File: src/rtl/hdlc_pkg.sv
// Shared HDLC receive-side definitions: FSM states, default buffer depth and
// Rx_Status bit positions.
package hdlc_pkg;

  localparam int unsigned RX_MAX_FRAME_BYTES = 128;
  localparam int unsigned RX_STATUS_W        = 3;

  // Rx_Status = {FrameErr, Abort, Overflow}
  localparam int unsigned RX_ST_OVF   = 0;
  localparam int unsigned RX_ST_ABORT = 1;
  localparam int unsigned RX_ST_FERR  = 2;

  typedef enum logic [1:0] {
    RX_IDLE  = 2'd0,
    RX_RECV  = 2'd1,
    RX_READY = 2'd2
  } rx_state_e;

endpackage

File: src/rtl/rx_frame_ctrl.sv
// HDLC receive frame controller: gates buffer writes, tracks frame size/status
// and hands complete good frames to the host. Optional FCS strip: RX_FCS_STRIP_EN.
module rx_frame_ctrl
  import hdlc_pkg::*;
#(
  parameter int unsigned MAX_FRAME_BYTES = RX_MAX_FRAME_BYTES
) (
  input  logic                                 Clk,
  input  logic                                 Rst,
  input  logic                                 Rx_ValidFrame,
  input  logic                                 Rx_WrBuff,
  input  logic                                 Rx_EoF,
  input  logic                                 Rx_AbortSignal,
  input  logic                                 Rx_FrameError,
  input  logic                                 Rx_FCSen,
  input  logic                                 Rx_Drop,
  input  logic                                 Rx_RdBuff,
  output logic                                 Rx_WrEn,
  output logic [$clog2(MAX_FRAME_BYTES)-1:0]   Rx_WrAddr,
  output logic [$clog2(MAX_FRAME_BYTES)-1:0]   Rx_RdAddr,
  output logic                                 Rx_Ready,
  output logic                                 Rx_Overflow,
  output logic [$clog2(MAX_FRAME_BYTES):0]     Rx_FrameSize,
  output logic [RX_STATUS_W-1:0]               Rx_Status
);

  localparam int unsigned ADDR_W = $clog2(MAX_FRAME_BYTES);
  localparam int unsigned CNT_W  = ADDR_W + 1;

  rx_state_e              state_q, state_d;
  logic [CNT_W-1:0]       cnt_q, cnt_d;
  logic [ADDR_W-1:0]      rd_addr_q, rd_addr_d;
  logic [CNT_W-1:0]       size_q, size_d;
  logic [RX_STATUS_W-1:0] status_q, status_d;
  logic                   ready_q, ready_d;
  logic                   ovf_q, ovf_d;
  logic                   valid_q;

  logic                   vf_rise;
  logic                   full;
  logic                   ovf_now;
  logic                   strip_en;
  logic [CNT_W-1:0]       frame_size;
  logic                   short_frame;
  logic                   wr_en_c;

`ifdef RX_FCS_STRIP_EN
  assign strip_en = Rx_FCSen;
`else
  logic unused_fcsen;
  assign unused_fcsen = Rx_FCSen;
  assign strip_en     = 1'b0;
`endif

  assign vf_rise     = Rx_ValidFrame & ~valid_q;
  assign full        = (cnt_q == CNT_W'(MAX_FRAME_BYTES));
  assign ovf_now     = ovf_q | (Rx_WrBuff & full);
  assign frame_size  = strip_en ? (cnt_q - CNT_W'(2)) : cnt_q;
  // With stripping, a count below 2 would wrap the size, so test it separately
  assign short_frame = (strip_en && (cnt_q < CNT_W'(2))) || (frame_size == '0);

  // Next-state and datapath update
  always_comb begin
    state_d   = state_q;
    cnt_d     = cnt_q;
    rd_addr_d = rd_addr_q;
    size_d    = size_q;
    status_d  = status_q;
    ready_d   = ready_q;
    ovf_d     = ovf_q;
    wr_en_c   = 1'b0;

    unique case (state_q)
      RX_IDLE: begin
        if (vf_rise) begin
          state_d  = RX_RECV;
          cnt_d    = '0;
          ovf_d    = 1'b0;
          status_d = '0;
        end
      end

      RX_RECV: begin
        if (Rx_WrBuff) begin
          if (full) begin
            ovf_d = 1'b1;
          end else begin
            wr_en_c = 1'b1;
            cnt_d   = cnt_q + CNT_W'(1);
          end
        end
        if (Rx_EoF) begin
          status_d = '0;
          if (Rx_AbortSignal) begin
            status_d[RX_ST_ABORT] = 1'b1;
          end else if (ovf_now) begin
            status_d[RX_ST_OVF] = 1'b1;
          end else if (Rx_FrameError || short_frame) begin
            status_d[RX_ST_FERR] = 1'b1;
          end
          if (status_d != '0) begin
            state_d = RX_IDLE;
          end else begin
            state_d   = RX_READY;
            ready_d   = 1'b1;
            size_d    = frame_size;
            rd_addr_d = '0;
          end
        end
      end

      RX_READY: begin
        if (vf_rise) begin
          state_d  = RX_RECV;
          ready_d  = 1'b0;
          cnt_d    = '0;
          ovf_d    = 1'b0;
          status_d = '0;
        end else if (Rx_Drop) begin
          state_d = RX_IDLE;
          ready_d = 1'b0;
        end else if (Rx_RdBuff) begin
          rd_addr_d = rd_addr_q + ADDR_W'(1);
          if ({1'b0, rd_addr_q} == (size_q - CNT_W'(1))) begin
            state_d = RX_IDLE;
            ready_d = 1'b0;
          end
        end
      end

      default: state_d = RX_IDLE;
    endcase
  end

  // State registers; valid_q resets high so a level held through reset is not a rise
  always_ff @(posedge Clk or negedge Rst) begin
    if (!Rst) begin
      state_q   <= RX_IDLE;
      cnt_q     <= '0;
      rd_addr_q <= '0;
      size_q    <= '0;
      status_q  <= '0;
      ready_q   <= 1'b0;
      ovf_q     <= 1'b0;
      valid_q   <= 1'b1;
    end else begin
      state_q   <= state_d;
      cnt_q     <= cnt_d;
      rd_addr_q <= rd_addr_d;
      size_q    <= size_d;
      status_q  <= status_d;
      ready_q   <= ready_d;
      ovf_q     <= ovf_d;
      valid_q   <= Rx_ValidFrame;
    end
  end

  assign Rx_WrEn      = wr_en_c;
  assign Rx_WrAddr    = cnt_q[ADDR_W-1:0];
  assign Rx_RdAddr    = rd_addr_q;
  assign Rx_Ready     = ready_q;
  assign Rx_Overflow  = ovf_q;
  assign Rx_FrameSize = size_q;
  assign Rx_Status    = status_q;

endmodule
File: config.mk
export PLATFORM = sky130hd
export DESIGN_NAME = rx_frame_ctrl
export DESIGN_NICKNAME = d
export VERILOG_FILES = /design/src/rtl/hdlc_pkg.sv /design/src/rtl/rx_frame_ctrl.sv
export SDC_FILE = /design/constraint.sdc
export NUM_CORES = 1
export LEC_CHECK = 0
export ABC_AREA = 1
export CELL_PAD_IN_SITES_DETAIL_PLACEMENT = 0
export CELL_PAD_IN_SITES_GLOBAL_PLACEMENT = 1
export CORE_MARGIN = 2
export CORE_UTILIZATION = 34
export CTS_BUF_LIST = sky130_fd_sc_hd__clkbuf_16
export CTS_CLUSTER_SIZE = 25
export DETAILED_ROUTE_END_ITERATION = 8
export PLACE_DENSITY = 0.87
export RECOVER_POWER = 50
export SLEW_MARGIN = 20
export SYNTH_ARGS = -nofsm -noshare
export SYNTH_HDL_FRONTEND = slang
export SYNTH_SLANG_ARGS = --single-unit
File: constraint.sdc
create_clock -name Clk -period 1.6 [get_ports Clk]
set_clock_uncertainty 0.1 [all_clocks]
set_input_delay 0.16 -clock Clk [delete_from_list [all_inputs] [get_ports Clk]]
set_output_delay 0.16 -clock Clk [all_outputs]
set_load 0.02 [all_outputs]
### Yosys cells after proc, flatten, opt, wreduce, memory -nomap -nowiden

Cells that the tools add are included.

| storage, ports and cells | value |
|---|---|
| flip-flop bits (word level) | 31 |

| cells by class | value |
|---|---|
| mux-type cells | 47 |
| $add $sub $neg | 3 |
| bitwise logic cells | 5 |
| reductions and logical operators | 14 |
| equal/unequal tests | 16 |

Operators with widths:

| cell | count |
|---|---|
| two-way mux 7 bit | 5 |
| two-way mux 1 bit | 24 |
| two-way mux 8 bit | 3 |
| != test 2 bit, second input constant | 9 |
| case mux 8 bit (2 select lines) | 1 |
| two-way mux 2 bit | 7 |
| case mux 7 bit (2 select lines) | 1 |
| AND reduction 4 bit | 3 |
| adder 8 x 1 -> 8 bit, second input constant | 1 |
| equality test 7 x 8 -> 1 bit | 1 |
| equality test 8 bit, second input constant | 1 |
| zero test 8 bit | 1 |
| != test 4 bit, second input constant | 2 |
| subtractor 8 x 1 -> 8 bit, second input constant | 1 |
| adder 7 x 1 -> 7 bit, second input constant | 1 |
| two-way mux 3 bit | 2 |
| case mux 2 bit (3 select lines) | 1 |
| case mux 3 bit (2 select lines) | 1 |
| AND reduction 3 bit | 2 |
| AND reduction 6 bit | 1 |
| AND reduction 5 bit | 1 |
| case mux 1 bit (2 select lines) | 2 |
| nonzero test 2 bit | 2 |
| nonzero test 3 bit | 1 |
| other kinds (9) | 11 |

### Depth between registers and ports, before layout

| depth | value |
|---|---|
| depth after elaboration | 11 |
| depth in mapped cells | 14 |
| gate-level depth less buffers | 14 |

### Least setup slack after synthesis

OpenSTA, ideal clock, no wires.

| path | value |
|---|---|
| path type | register to register |
| start point | register size_q[0], in the netlist Rx_FrameSize[0] |
| end point | register ready_q, in the netlist Rx_Ready |
| arrival time | 1.495 ns |
| period minus slack after synthesis | 1.712 ns |
| library setup time | 0.117 ns |
| path buffers | 0 |
| cell stages (with the launch flop) | 14 |
| path slack | -0.112 ns |
| required time | 1.383 ns |
| cell sequence | dfrtp_1 > inv_1 > ha_1 > nand2_1 > nor2_1 > o21ai_0 > nand2_1 > nand2_1 > nor2_1 > nand2_1 > nand2_1 > nand2_1 > nand2_1 > nand2_1 |

| between the ends | value |
|---|---|
| longest elaborated chain between the ends | 4 |

RTL lines:

| item | line | text |
|---|---|---|
| from (decl) | rx_frame_ctrl.sv:33 | `logic [CNT_W-1:0] size_q, size_d;` |
| from (signal assigned) | rx_frame_ctrl.sv:150 | `size_q <= size_d;` |
| subtractor 8 x 1 -> 8 bit | rx_frame_ctrl.sv:124 | `if ({1'b0, rd_addr_q} == (size_q - CNT_W'(1))) begin` |
| equality test 7 x 8 -> 1 bit | rx_frame_ctrl.sv:124 |  |
| != test 4 bit (no source line) | n/a |  |
| AND reduction 5 bit (no source line) | n/a |  |
| to (signal assigned) | rx_frame_ctrl.sv:152 | `ready_q <= ready_d;` |
| to (decl) | rx_frame_ctrl.sv:35 | `logic ready_q, ready_d;` |

No other way between the ends.
A chain may end at the register's enable or synchronous reset.

### Worst setup path after layout

| path | value |
|---|---|
| start point | register cnt_q[0] |
| end point | register size_q[7], in the netlist Rx_FrameSize[7] |

| between the ends | value |
|---|---|
| longest elaborated chain between the ends | 10 |
| elaborated cells on any way between the ends | 17 |
| classes of those cells | eq/ne (1); mux (9); bitwise (3); reduce/logical (4) |

RTL lines:

| item | line | text |
|---|---|---|
| from (decl) | rx_frame_ctrl.sv:31 | `logic [CNT_W-1:0] cnt_q, cnt_d;` |
| from (signal assigned) | rx_frame_ctrl.sv:148 | `cnt_q <= cnt_d;` |
| equality test 8 bit / zero test 8 bit (equally long branches) | rx_frame_ctrl.sv:56, rx_frame_ctrl.sv:60 |  |
| bitwise AND 1 bit / logical OR 1 bit (equally long branches) | rx_frame_ctrl.sv:57, rx_frame_ctrl.sv:98 |  |
| OR 1 bit / two-way mux 1 bit (equally long branches) | rx_frame_ctrl.sv:57, rx_frame_ctrl.sv:98 |  |
| two-way mux 1 bit | rx_frame_ctrl.sv:96 | `end else if (ovf_now) begin` |
| two-way mux 1 bit | rx_frame_ctrl.sv:94 | `if (Rx_AbortSignal) begin` |
| two-way mux 1 bit | rx_frame_ctrl.sv:92 | `if (Rx_EoF) begin` |
| two-way mux 1 bit | rx_frame_ctrl.sv:73 | `unique case (state_q)` |
| nonzero test 3 bit (*) | rx_frame_ctrl.sv:101 | `if (status_d != '0) begin` |
| NOT 1 bit (no source line) (*) | n/a |  |
| AND reduction 3 bit (no source line) (*) | n/a |  |

Mark *: on every way between the ends. The rest lies on a longest branch, timed or not. The select of a mux whose other input is x is not followed.

==> parameters.txt <==
Parameter                              Value

Place
  Post-Place Worst Slack ... -653 ps
  Gp weighted congestion ... 0.818
  Number of I/O port buffers ... 36
  Total half-perimeter wirelength after legalization and detailed placement ... 3.68 mm

Flow run
  Max capacitance violation total ... 0

Floorplan
  Die outline height ... approximately 80 µm
  Core ar. ... 0.00585 mm²
  Row cnt ... 28
  Initial core utilization ... 34.8%
  Top Ports ... 38
  Width of the chip ... between 80 and 90 µm
  Floorplan die area ... between 0.006 and 0.007 mm²

Timing
  Count of endpoints failing hold in the final timing report ... 0
  Share of the cycle needed by the critical path after routing ... 110%
  Slew headroom ... 47.1%
  RSZ-0062 raised after global routing ... true
  Highest clock rate ... 567 MHz
  Setup Total Neg Slack ... -2090 ps
  Final Critical Period ... 1760 ps
  Transition time of the tightest slew-check pin ... 794 ps
  Least setup slack across all paths after layout ... -162 ps
  Setup Viol. Count Final ... 23
  Number of pins exceeding their max-slew limit in the final report ... 0

Worst setup path
  Kind of capture point of the worst setup path ... register
  Worst Setup Path Type ... register to register
  Data required time of the critical path ... ~1700 ps
  Arrival time of data at the critical path endpoint ... 1860 ps
  Crit start category ... register
  Top fanout value on the critical path ... 7

Synthesis
  Simple-gate portion of the synthesized area ... 31.6%
  Total number of yosys warnings ... 0
  Post-Synthesis Mean Instance Area ... around 7.5 µm²
  Unique masters post-synth ... 33
  Number of nets produced by synthesis ... 285
  Post-Synth XOR/XNOR Area ... between 3 and 4%
  Share of cell area taken by muxes after synthesis ... 0%
  Post-synthesis instance area ... 0.00204 mm²
  #FFs+latches synth ... 31
  Share of the synthesized area in compound gates (AO/OA/AOI/OAI) ... between 10 and 15%
  Share of the yosys chip area belonging to registers ... 38.2%
  Largest family of logic cells by synthesized area ... simple AND/OR/NAND/NOR gates
  Count of mapped cells out of synthesis ... 271
  Post-synthesis adder-cell area fraction ... 2.46%

Route
  Total via count after detailed routing ... 1,947
  DRC marker count from the first detailed-route iteration ... 67
  Post-route DRC violation count ... 0
  First drt pass iteration count ... 4
  Total Routed Length ... 5.15 mm
  Wire length per cell after detailed routing ... between 10 and 15 µm
  Number of nets with antenna violations after routing ... 0
  Drt via density ... 4.60

Layout
  Layout cells sized above 1 ... 35.1%
  Area Overhead vs Synth ... 49.5%
  Fill cell instance count of the final layout ... 573
  Final nets ... 361
  Area of the multi-input gates ... 0.00118 mm²
  Area occupied by registers ... approximately 780 µm²
  Diodes inserted ... 0

Clocking
  Number of H-tree levels ... 2
  Worst-path clk slew ... 50 ps
  Clock Sinks ... 31
  Post-CTS Hold Fix Bufs ... 0
  Max Buffers Root-to-Sink ... 2
  Clock tree from TritonCTS ... yes
  Number of buffers added by the clock tree synthesis step ... 5
  CTS Root Buffer Type ... sky130_fd_sc_hd__clkbuf_16
  Source-to-sink clock delay at the later pin of the worst-skew pair ... 270 ps

Status
  Failing checks ... negative setup slack
  Outcome ... complete, but fails checks

Global route
  Pin count of the biggest net entering global routing ... 32
  Antenna violations before repair ... 0
  GRT Total Usage ... between 15 and 20%
  Number of global-route vias before repair ... 1,890
  First-pass GRT wire length ... 8.66 mm
  Remaining global-route overflow ... 0

Hold path
  Min-delay worst type ... input pin to register

Pwr
  Power per unit of standard cell area ... 1130 mW/mm²
  Leakage power ... 1.50 nW
  Worst IR Drop VDD ... 0.558 mV
placed cells by master, fill, tap and decap left out, drive strengths merged, types with 6 or more instances in the layout:
master	count
buf	43
clkdlybuf4s50	12
xor2	7
dlygate4sd2	18
a21oi	6
inv	40
clkbuf	7
o21ai	26
dfrtp	30
nand2	82
nor2	35
nand3	18
cell type report:
type                       count  area share (%)
clock buffer                   5            4.11
clock inverter                 3           0.411
inverter                      38            4.93
multi-input combinational    192            38.7
sequential                    31            25.6
tap                           75            3.08
timing repair buffer          79            23.2
where the power goes:
group          switching (mW)  internal (mW)  leakage, nW  total, mW
clock network           0.329          0.561       0.0762      0.890
registers               0.130          0.925        0.396       1.06
logic                   0.799          0.693         1.03       1.49
total                    1.26           2.18         1.50       3.44
routing by layer:
| layer | wire [µm] | track usage, % |
|---|---|---|
| met1 | 2320 | 21.5 |
| met2 | 2580 | 28.9 |
| met3 | 189 | 4.33 |
| met4 | 59 | 5.59 |
| met5 | 0 | 0 |
per-stage QoR:
step                cell area (µm²)  hold slack [ps]  instances  utilization (%)  total power, mW
global placement               2710              361        407             46.3             2.42
global route                   3040             29.7        423             52.0             3.67
finish                         3040             34.1        423             52.0             3.44
detailed placement             2710              369        407             46.3             2.44
CTS                            2950             31.6        419             50.4             3.41
floorplan                      2060             -236        271                -             1.79
state kept, by name, summed over array words and instances (netlist names):
name / cells
Rx_FrameSize: 8
Rx_Overflow: 1
cnt_q: 8
Rx_RdAddr: 7
Rx_Status: 3
state_q: 2
valid_q: 1
Rx_Ready: 1
what timing repair did:
item / 4_1_cts / 5_1_grt
cloned: 1 / 1
setup endpoints to repair: 37 / 29
buffers inserted: 3 / 3
gates resized for setup: 49 / 22
pin swaps: 12 / 8
cells by family (layout without fill, tap and decap cells):
kind of cell	Yosys count	after routing
buf+inv	49	125
xor+xnor	8	8
fa+ha+maj	4	4
flops	31	31
simple gates	140	141
compound gates	39	39
path summary, 6_finish.rpt:
path | startpoint | to | slack [ps] | cells past startpoint
worst max-delay path | cnt_q[0]$_DFFE_PN0P_ | Rx_FrameSize[7]$_DFFE_PN0P_ | -160 | 13
worst min-delay path | Rx_ValidFrame | valid_q$_DFF_PN1_ | 30 | 1
worst max register to register | cnt_q[0]$_DFFE_PN0P_ | Rx_FrameSize[7]$_DFFE_PN0P_ | -160 | 13
worst min register to register | Rx_Ready$_DFFE_PN0P_ | Rx_Ready$_DFFE_PN0P_ | 380 | 2
max in group asynchronous | Rst | Rx_FrameSize[0]$_DFFE_PN0P_ | 440 | 2
min in group asynchronous | Rst | Rx_RdAddr[3]$_DFFE_PN0P_ | 400 | 2
synth_stat cells, drive strengths merged:
library cell   n  area share [%]
nand2         81              16
inv           38             7.0
nor2          35             9.2
dfrtp         30              37
o21ai         26             8.2
nand3         18             4.7
buf           10             4.9
xor2           7             3.0
a21oi          6             1.5
ha             4             2.5
nor3           3            0.74
o31ai          3             1.1
a31oi          2            0.61
a32o           1            0.49
clkbuf         1            0.18
dfstp          1             1.3
nand3b         1            0.37
nand4          1            0.31
o211ai         1            0.37
or2            1            0.31
xnor2          1            0.43
worst max-delay path, stage by stage, from the launching register on:
cell and delay, ps:
sky130_fd_sc_hd__dfrtp_1 350, sky130_fd_sc_hd__inv_2 60, sky130_fd_sc_hd__ha_4 160, sky130_fd_sc_hd__nand2_4 60, sky130_fd_sc_hd__nor2_4 40, sky130_fd_sc_hd__buf_6 120, sky130_fd_sc_hd__nand3_2 40, sky130_fd_sc_hd__nand3b_1 120
sky130_fd_sc_hd__nor2_4 150, sky130_fd_sc_hd__inv_2 80, sky130_fd_sc_hd__nor2_8 130, sky130_fd_sc_hd__clkbuf_16 170, sky130_fd_sc_hd__nand2_2 50, sky130_fd_sc_hd__o21ai_2 50
Note: power is estimated with default switching activity, not from simulation.
